==> src/rtl/exponent_core.sv <==
// Iterative integer power unit: result = base^exp mod 2^DATA_W by square-and-multiply,
// consuming one exponent bit per clock, with a sticky flag for a truncated true result.
module exponent_core #(
  parameter int DATA_W = 32,
  parameter int EXP_W  = 32
) (
  input  logic              S_AXI_ACLK,
  input  logic              S_AXI_ARESETN,
  input  logic              start_i,
  input  logic [DATA_W-1:0] base_i,
  input  logic [EXP_W-1:0]  exp_i,
  output logic              busy_o,
  output logic              done_o,
  output logic [DATA_W-1:0] result_o,
  output logic              overflow_o
);

  typedef enum logic [1:0] {
    ST_IDLE = 2'd0,
    ST_RUN  = 2'd1,
    ST_DONE = 2'd2
  } state_t;

  state_t              state_r;
  logic [DATA_W-1:0]   acc_r;
  logic [DATA_W-1:0]   b_r;
  logic [EXP_W-1:0]    e_r;
  logic                b_ovf_r;
  logic                busy_r;
  logic                done_r;
  logic [DATA_W-1:0]   result_r;
  logic                ovf_r;

  logic [2*DATA_W-1:0] acc_prod_s;
  logic [2*DATA_W-1:0] sq_prod_s;
  logic                acc_hi_nz_s;
  logic                sq_hi_nz_s;

  // Two full-width multipliers working in parallel: accumulator update and base squaring.
  always_comb begin
    acc_prod_s  = {{DATA_W{1'b0}}, acc_r} * {{DATA_W{1'b0}}, b_r};
    sq_prod_s   = {{DATA_W{1'b0}}, b_r} * {{DATA_W{1'b0}}, b_r};
    acc_hi_nz_s = |acc_prod_s[2*DATA_W-1:DATA_W];
    sq_hi_nz_s  = |sq_prod_s[2*DATA_W-1:DATA_W];
  end

  // Control FSM and datapath; result/done are loaded on the RUN->DONE edge so they coincide.
  always_ff @(posedge S_AXI_ACLK or negedge S_AXI_ARESETN) begin
    if (!S_AXI_ARESETN) begin
      state_r  <= ST_IDLE;
      acc_r    <= {DATA_W{1'b0}};
      b_r      <= {DATA_W{1'b0}};
      e_r      <= {EXP_W{1'b0}};
      b_ovf_r  <= 1'b0;
      busy_r   <= 1'b0;
      done_r   <= 1'b0;
      result_r <= {DATA_W{1'b0}};
      ovf_r    <= 1'b0;
    end else begin
      case (state_r)
        ST_IDLE: begin
          done_r <= 1'b0;
          if (start_i) begin
            b_r     <= base_i;
            e_r     <= exp_i;
            acc_r   <= {{(DATA_W-1){1'b0}}, 1'b1};
            b_ovf_r <= 1'b0;
            ovf_r   <= 1'b0;
            busy_r  <= 1'b1;
            state_r <= ST_RUN;
          end else begin
            busy_r  <= 1'b0;
            state_r <= ST_IDLE;
          end
        end
        ST_RUN: begin
          if (e_r == {EXP_W{1'b0}}) begin
            result_r <= acc_r;
            done_r   <= 1'b1;
            state_r  <= ST_DONE;
          end else begin
            // A saturated squared base only matters once it is multiplied into acc.
            if (e_r[0]) begin
              acc_r <= acc_prod_s[DATA_W-1:0];
              ovf_r <= ovf_r | acc_hi_nz_s | b_ovf_r;
            end else begin
              acc_r <= acc_r;
              ovf_r <= ovf_r;
            end
            b_r     <= sq_prod_s[DATA_W-1:0];
            b_ovf_r <= b_ovf_r | sq_hi_nz_s;
            e_r     <= {1'b0, e_r[EXP_W-1:1]};
            state_r <= ST_RUN;
          end
        end
        ST_DONE: begin
          done_r  <= 1'b0;
          busy_r  <= 1'b0;
          state_r <= ST_IDLE;
        end
        default: begin
          done_r  <= 1'b0;
          busy_r  <= 1'b0;
          state_r <= ST_IDLE;
        end
      endcase
    end
  end

  assign busy_o     = busy_r;
  assign done_o     = done_r;
  assign result_o   = result_r;
  assign overflow_o = ovf_r;

endmodule

==> config.mk <==
export PLATFORM = sky130hd
export DESIGN_NAME = exponent_core
export DESIGN_NICKNAME = d
export VERILOG_FILES = /design/src/rtl/exponent_core.sv
export SDC_FILE = /design/constraint.sdc
export NUM_CORES = 2
export LEC_CHECK = 0
export CAP_MARGIN = 20
export CORE_MARGIN = 8
export CORE_UTILIZATION = 43
export CTS_CLUSTER_SIZE = 8
export DETAILED_ROUTE_END_ITERATION = 10
export GPL_TIMING_DRIVEN = 0
export HOLD_SLACK_MARGIN = 0.06
export PLACE_DENSITY = 0.73
export SLEW_MARGIN = 20
export SYNTH_ARGS = -nofsm -noshare
export SYNTH_HDL_FRONTEND = slang
export SYNTH_SLANG_ARGS = --single-unit
==> constraint.sdc <==
create_clock -name S_AXI_ACLK -period 8.4 [get_ports S_AXI_ACLK]
set_input_delay 2.1 -clock S_AXI_ACLK [delete_from_list [all_inputs] [get_ports S_AXI_ACLK]]
set_output_delay 2.1 -clock S_AXI_ACLK [all_outputs]
set_load 0.01 [all_outputs]
Word-level counts from Yosys, hierarchy flattened
Index checks and enable logic that the tools add are counted.
Operators by class
  reductions and logical operators: 8
  bitwise operators: 3
  multiply operators: 2
  equal/unequal tests: 5
  mux-type cells: 23
Operators with widths (number)
  2-to-1 mux 32 bit: 7
  case mux 32 bit (2 select lines): 3
  multiplier 32 x 32 -> 64 bit: 2
  OR reduction 32 bit: 2
  logical NOT 32 bit: 1
  2-to-1 mux 1 bit: 8
  != test 2 bit (second input constant): 4
  case mux 1 bit (2 select lines): 3
  case mux 2 bit (2 select lines): 1
  AND reduction 4 bit: 1
  bitwise OR 1 bit: 3
  AND reduction 3 bit: 1
  equality test 2 x 1 -> 1 bit (second input constant): 1
  logical NOT 2 bit: 1
  2-to-1 mux 2 bit: 1
  AND reduction 2 bit: 1
  nonzero test 2 bit: 1
Word-level totals
  word-level logic and storage cells: 50
  input port bits: 67
  bits in registers: 134

Logic depth before layout (Yosys ltp)
  depth after elaboration: 7
  mapped depth: 32
  mapped depth without buffers: 30

Worst setup path after synthesis
OpenSTA, ideal clock, no wires.
  path type: reg-to-reg
  start point: register b_r[13]
  end point: register ovf_r (netlist: overflow_o)
  stages on the path, launching flop included: 29
  required time: 8.274 ns
  clock period less this slack: 8.143 ns
  slack: 0.257 ns
  data arrival time: 8.016 ns
  path buffers: 4
  setup time: 0.126 ns
  cells stage by stage: dfrtp_1 clkbuf_1 clkbuf_1 clkbuf_1 nand2_1 fa_1 inv_1 fa_1 inv_1 fa_1 inv_1 fa_1 fa_1 fa_1 fa_1 fa_1 ha_1 clkbuf_1 a21oi_1 o21ai_1 a21oi_1 o21ai_0 a2111oi_2 and4_1 o2111ai_1 or4_1 or4_1 nor4_2 a21oi_1
On the way
  word-level cells in the longest chain between the ends: 7
Ends and longest elaborated chain
  start, declared: line 26  | logic [DATA_W-1:0] b_r;
  start signal, assigned: line 52  | b_r <= {DATA_W{1'b0}};
  start signal, assigned: line 64  | b_r <= base_i;
  start signal, assigned: line 90  | b_r <= sq_prod_s[DATA_W-1:0];
  multiplier 32 x 32 -> 64 bit: line 41  | acc_prod_s = {{DATA_W{1'b0}}, acc_r} * {{DATA_W{1'b0}}, b_r};
  OR reduction 32 bit: line 43  | acc_hi_nz_s = |acc_prod_s[2*DATA_W-1:DATA_W];
  bitwise OR 1 bit (2 in series): line 85  | ovf_r <= ovf_r | acc_hi_nz_s | b_ovf_r;
  2-to-1 mux 1 bit: line 83  | if (e_r[0]) begin
  2-to-1 mux 1 bit: line 77  | if (e_r == {EXP_W{1'b0}}) begin
  case mux 1 bit (2 select lines): line 60  | case (state_r)
  end signal, assigned: line 85
  end signal, assigned: line 88  | ovf_r <= ovf_r;
  end, declared: line 32  | logic ovf_r;
Every way passes these cells. The select of a mux whose other input is x is not followed.
A chain may end at the register's enable or synchronous reset.

Worst setup path in the final report
  start point: register b_r[24]
  end point: register ovf_r (netlist: overflow_o)
The elaborated chain is that of the path after synthesis.

==> impl_results.md <==
* Slew @ Worst Pin at 1.22 ns
* Max_cap viols at 0
* RSZ-0062 raised after global routing: yes
* Fin Setup TNS at -0.174 ns
* # H-tree levels at 4
* Max clock buf depth at 2
* CP endpoint kind: flip-flop
* Final Setup Violations at 2
* Top_reg_cell synth: dfrtp_1
* PnR worst setup slack at -0.142 ns
* Largest net degree at the start of global routing at 79
* Slowest cell on crit path: fa_1
* Clock root cell: clkbuf_16
* DR vias at 56300
* Global placement routability congestion at approximately 1.0
* Num CTS Buffers at 17
* Gate Count Post-Synth at 7389
* Slew HR at a little under a fifth
* Max stage delay on crit path at 0.63 ns
* Cell mode on critical path: fa_1
* Post-synthesis sequential area ratio at 4.92%
* Die area at around 170000 um2
* Final antenna-violating net count at 0
* Tightest Hold Check Type: flip-flop to flip-flop
* Yosys cell types at 83
* Synth area leader: fa_1
* Die height at a little over 400 um
* Area contributors post-synth: fa_1, ha_1, inv_1
* Die width at between 400 and 500 um
* CP Launch Type: flip-flop
* Final net count at 9901
* GR Overflow Total at 0
* Post-route DRC at 1
* Worst-path maximum fanout at 10
* EDFF count, synth at 0
* Routed WL at roughly 260000 um
* Layout area overhead at 12.1%
* Layout cells sized above 1 at under 10%
* HPWL after DPL at 207000 um
* Worst EP arrival at 8.96 ns
* Most frequent cell after synthesis: fa_1
* Max Clock Freq at about 120 MHz
* First-pass GRT wire length at 376000 um
* Syn nets at 9698
* Vias per inst at approximately 5.8
* Post-synth top area share at around half
* Min cycle time layout at 8.54 ns
* Number of global-route vias before repair at between 60000 and 70000
* Filler cell count at 14500
* Final hold viol count at 0
* Clock sinks at 134
* Skew-Pair Late Insertion Delay at 0.56 ns
* Failing checks: DRC, setup timing
* Layout Skew at 0.0383 ns
* Status: finished with violations
* Post-synth ARST share at 100%
* TritonRoute pass-1 iters at 7
* Post-Syn Area at 68100 um2
* Initial Util at approximately 43%
* Gr usage total at between 20% and 30%
* Synth cell count leaders: fa_1, inv_1, nand2_1
* CP Class: flip-flop to flip-flop
* # hold bufs at CTS at 0
* Worst-path clk slew at 0.10 ns
* WHS at 0.497 ns
* Rows at 146
* Io pins at 102
* Yosys reg bits at about 130
* Initial antenna violation count at 50
* YS warnings at 0
* I/O Buffers at 101
* Final Max Slew Viols at 0
* Period utilisation layout at 102%
* Mapped Avg Cell Area at approximately 9.2 um2
* DRT iter0 DRCs at 6147
* Worst EP required at roughly 8.8 ns
* CTS tree: yes
* Core area at 158000 um2
* Routed WL per cell at about 26 um
## area by class of cell
cell class	instances	area, um2	area share [%]
Multi-Input combinational cell	5197	58200	76.2
Inverter	1654	6220	8.14
Sequential cell	134	3410	4.46
Buffer	380	3320	4.35
Tap cell	2072	2590	3.39
Timing Repair Buffer	208	1950	2.56
Clock buffer	17	425	0.557
Clock inverter	15	148	0.193
Antenna cell	58	145	0.190
## state kept, by name, summed over array words and instances (netlist names)
signal,cells
acc_r,32
b_ovf_r,1
b_r,32
busy_o,1
done_o,1
e_r,32
overflow_o,1
result_o,32
state_r,2
## stage by stage
step / worst slack [ns] / area [um2] / util [%] / instances
final: -0.142 / 76400 / 48.4 / 9735
after detailed placement: -2.53 / 71800 / 45.5 / 9566
after global routing: -0.263 / 76300 / 48.3 / 9691
after global placement: -2.67 / 71700 / 45.4 / 9562
after CTS: -0.00430 / 75200 / 47.7 / 9635
after floorplan: 0.257 / 68100 / - / 7389
## per-layer routing
layer	GRT usage, %	up-vias	share of wire (%)
li1	-	22400	-
met1	34.8	28500	34
met2	44.5	4024	43
met3	10.2	1280	13
met4	22.1	20	9.5
met5	1.50	-	0.13
## kinds of logic after synthesis
kind of cell,count (synthesis),synth area share (%)
xor+xnor,98,1.28
flops,134,4.92
simple gates,2193,15.9
compound gates,612,5.56
buf+inv,2058,11.4
mux,52,0.836
fa+ha+maj,2242,60.1
## critical path: cells and delay by family, from the launching register on
family / cells / cell delay [ns]
simple gates: 7 / 1.80
fa+ha+maj: 9 / 4.46
mux: 1 / 0.12
compound gates: 4 / 0.71
buf+inv: 4 / 0.79
flops: 1 / 0.50
## cell usage in the layout, fill, tap and decap left out, types with 88 or more instances in the layout
master / count
clkdlybuf4s50_1: 100
a21oi_1: 175
ha_1: 496
nand2_1: 939
fa_1: 1700
dfrtp_1: 93
buf_4: 112
nor2_1: 189
clkbuf_4: 88
o21ai_0: 104
inv_1: 1649
and2_1: 826
## final timing paths
path,from,endpoint,slack (ns),cells past startpoint
max in group asynchronous,S_AXI_ARESETN,b_r[29]$_DFFE_PN0P_,5.93,2
hold reg to reg,busy_o$_DFFE_PN0N_,busy_o$_DFFE_PN0N_,0.50,2
hold / removal,busy_o$_DFFE_PN0N_,busy_o$_DFFE_PN0N_,0.50,2
setup reg to reg,b_r[24]$_DFFE_PN0P_,overflow_o$_DFFE_PN0P_,-0.14,25
min in group asynchronous,S_AXI_ARESETN,result_o[0]$_DFFE_PN0P_,1.51,1
setup / recovery,b_r[24]$_DFFE_PN0P_,overflow_o$_DFFE_PN0P_,-0.14,25
## what timing repair did
action                                  in CTS  in global routing
endpoints found under the setup margin      33                  3
setup buffers                               57                 45
pin swaps                                   54                 73
hold endpoints to repair                     0                  0
resized for setup                          765                216
Power is left out: the tool's default activity adds up to more than one toggle a clock period on the data nets, which glitch-free logic cannot reach.
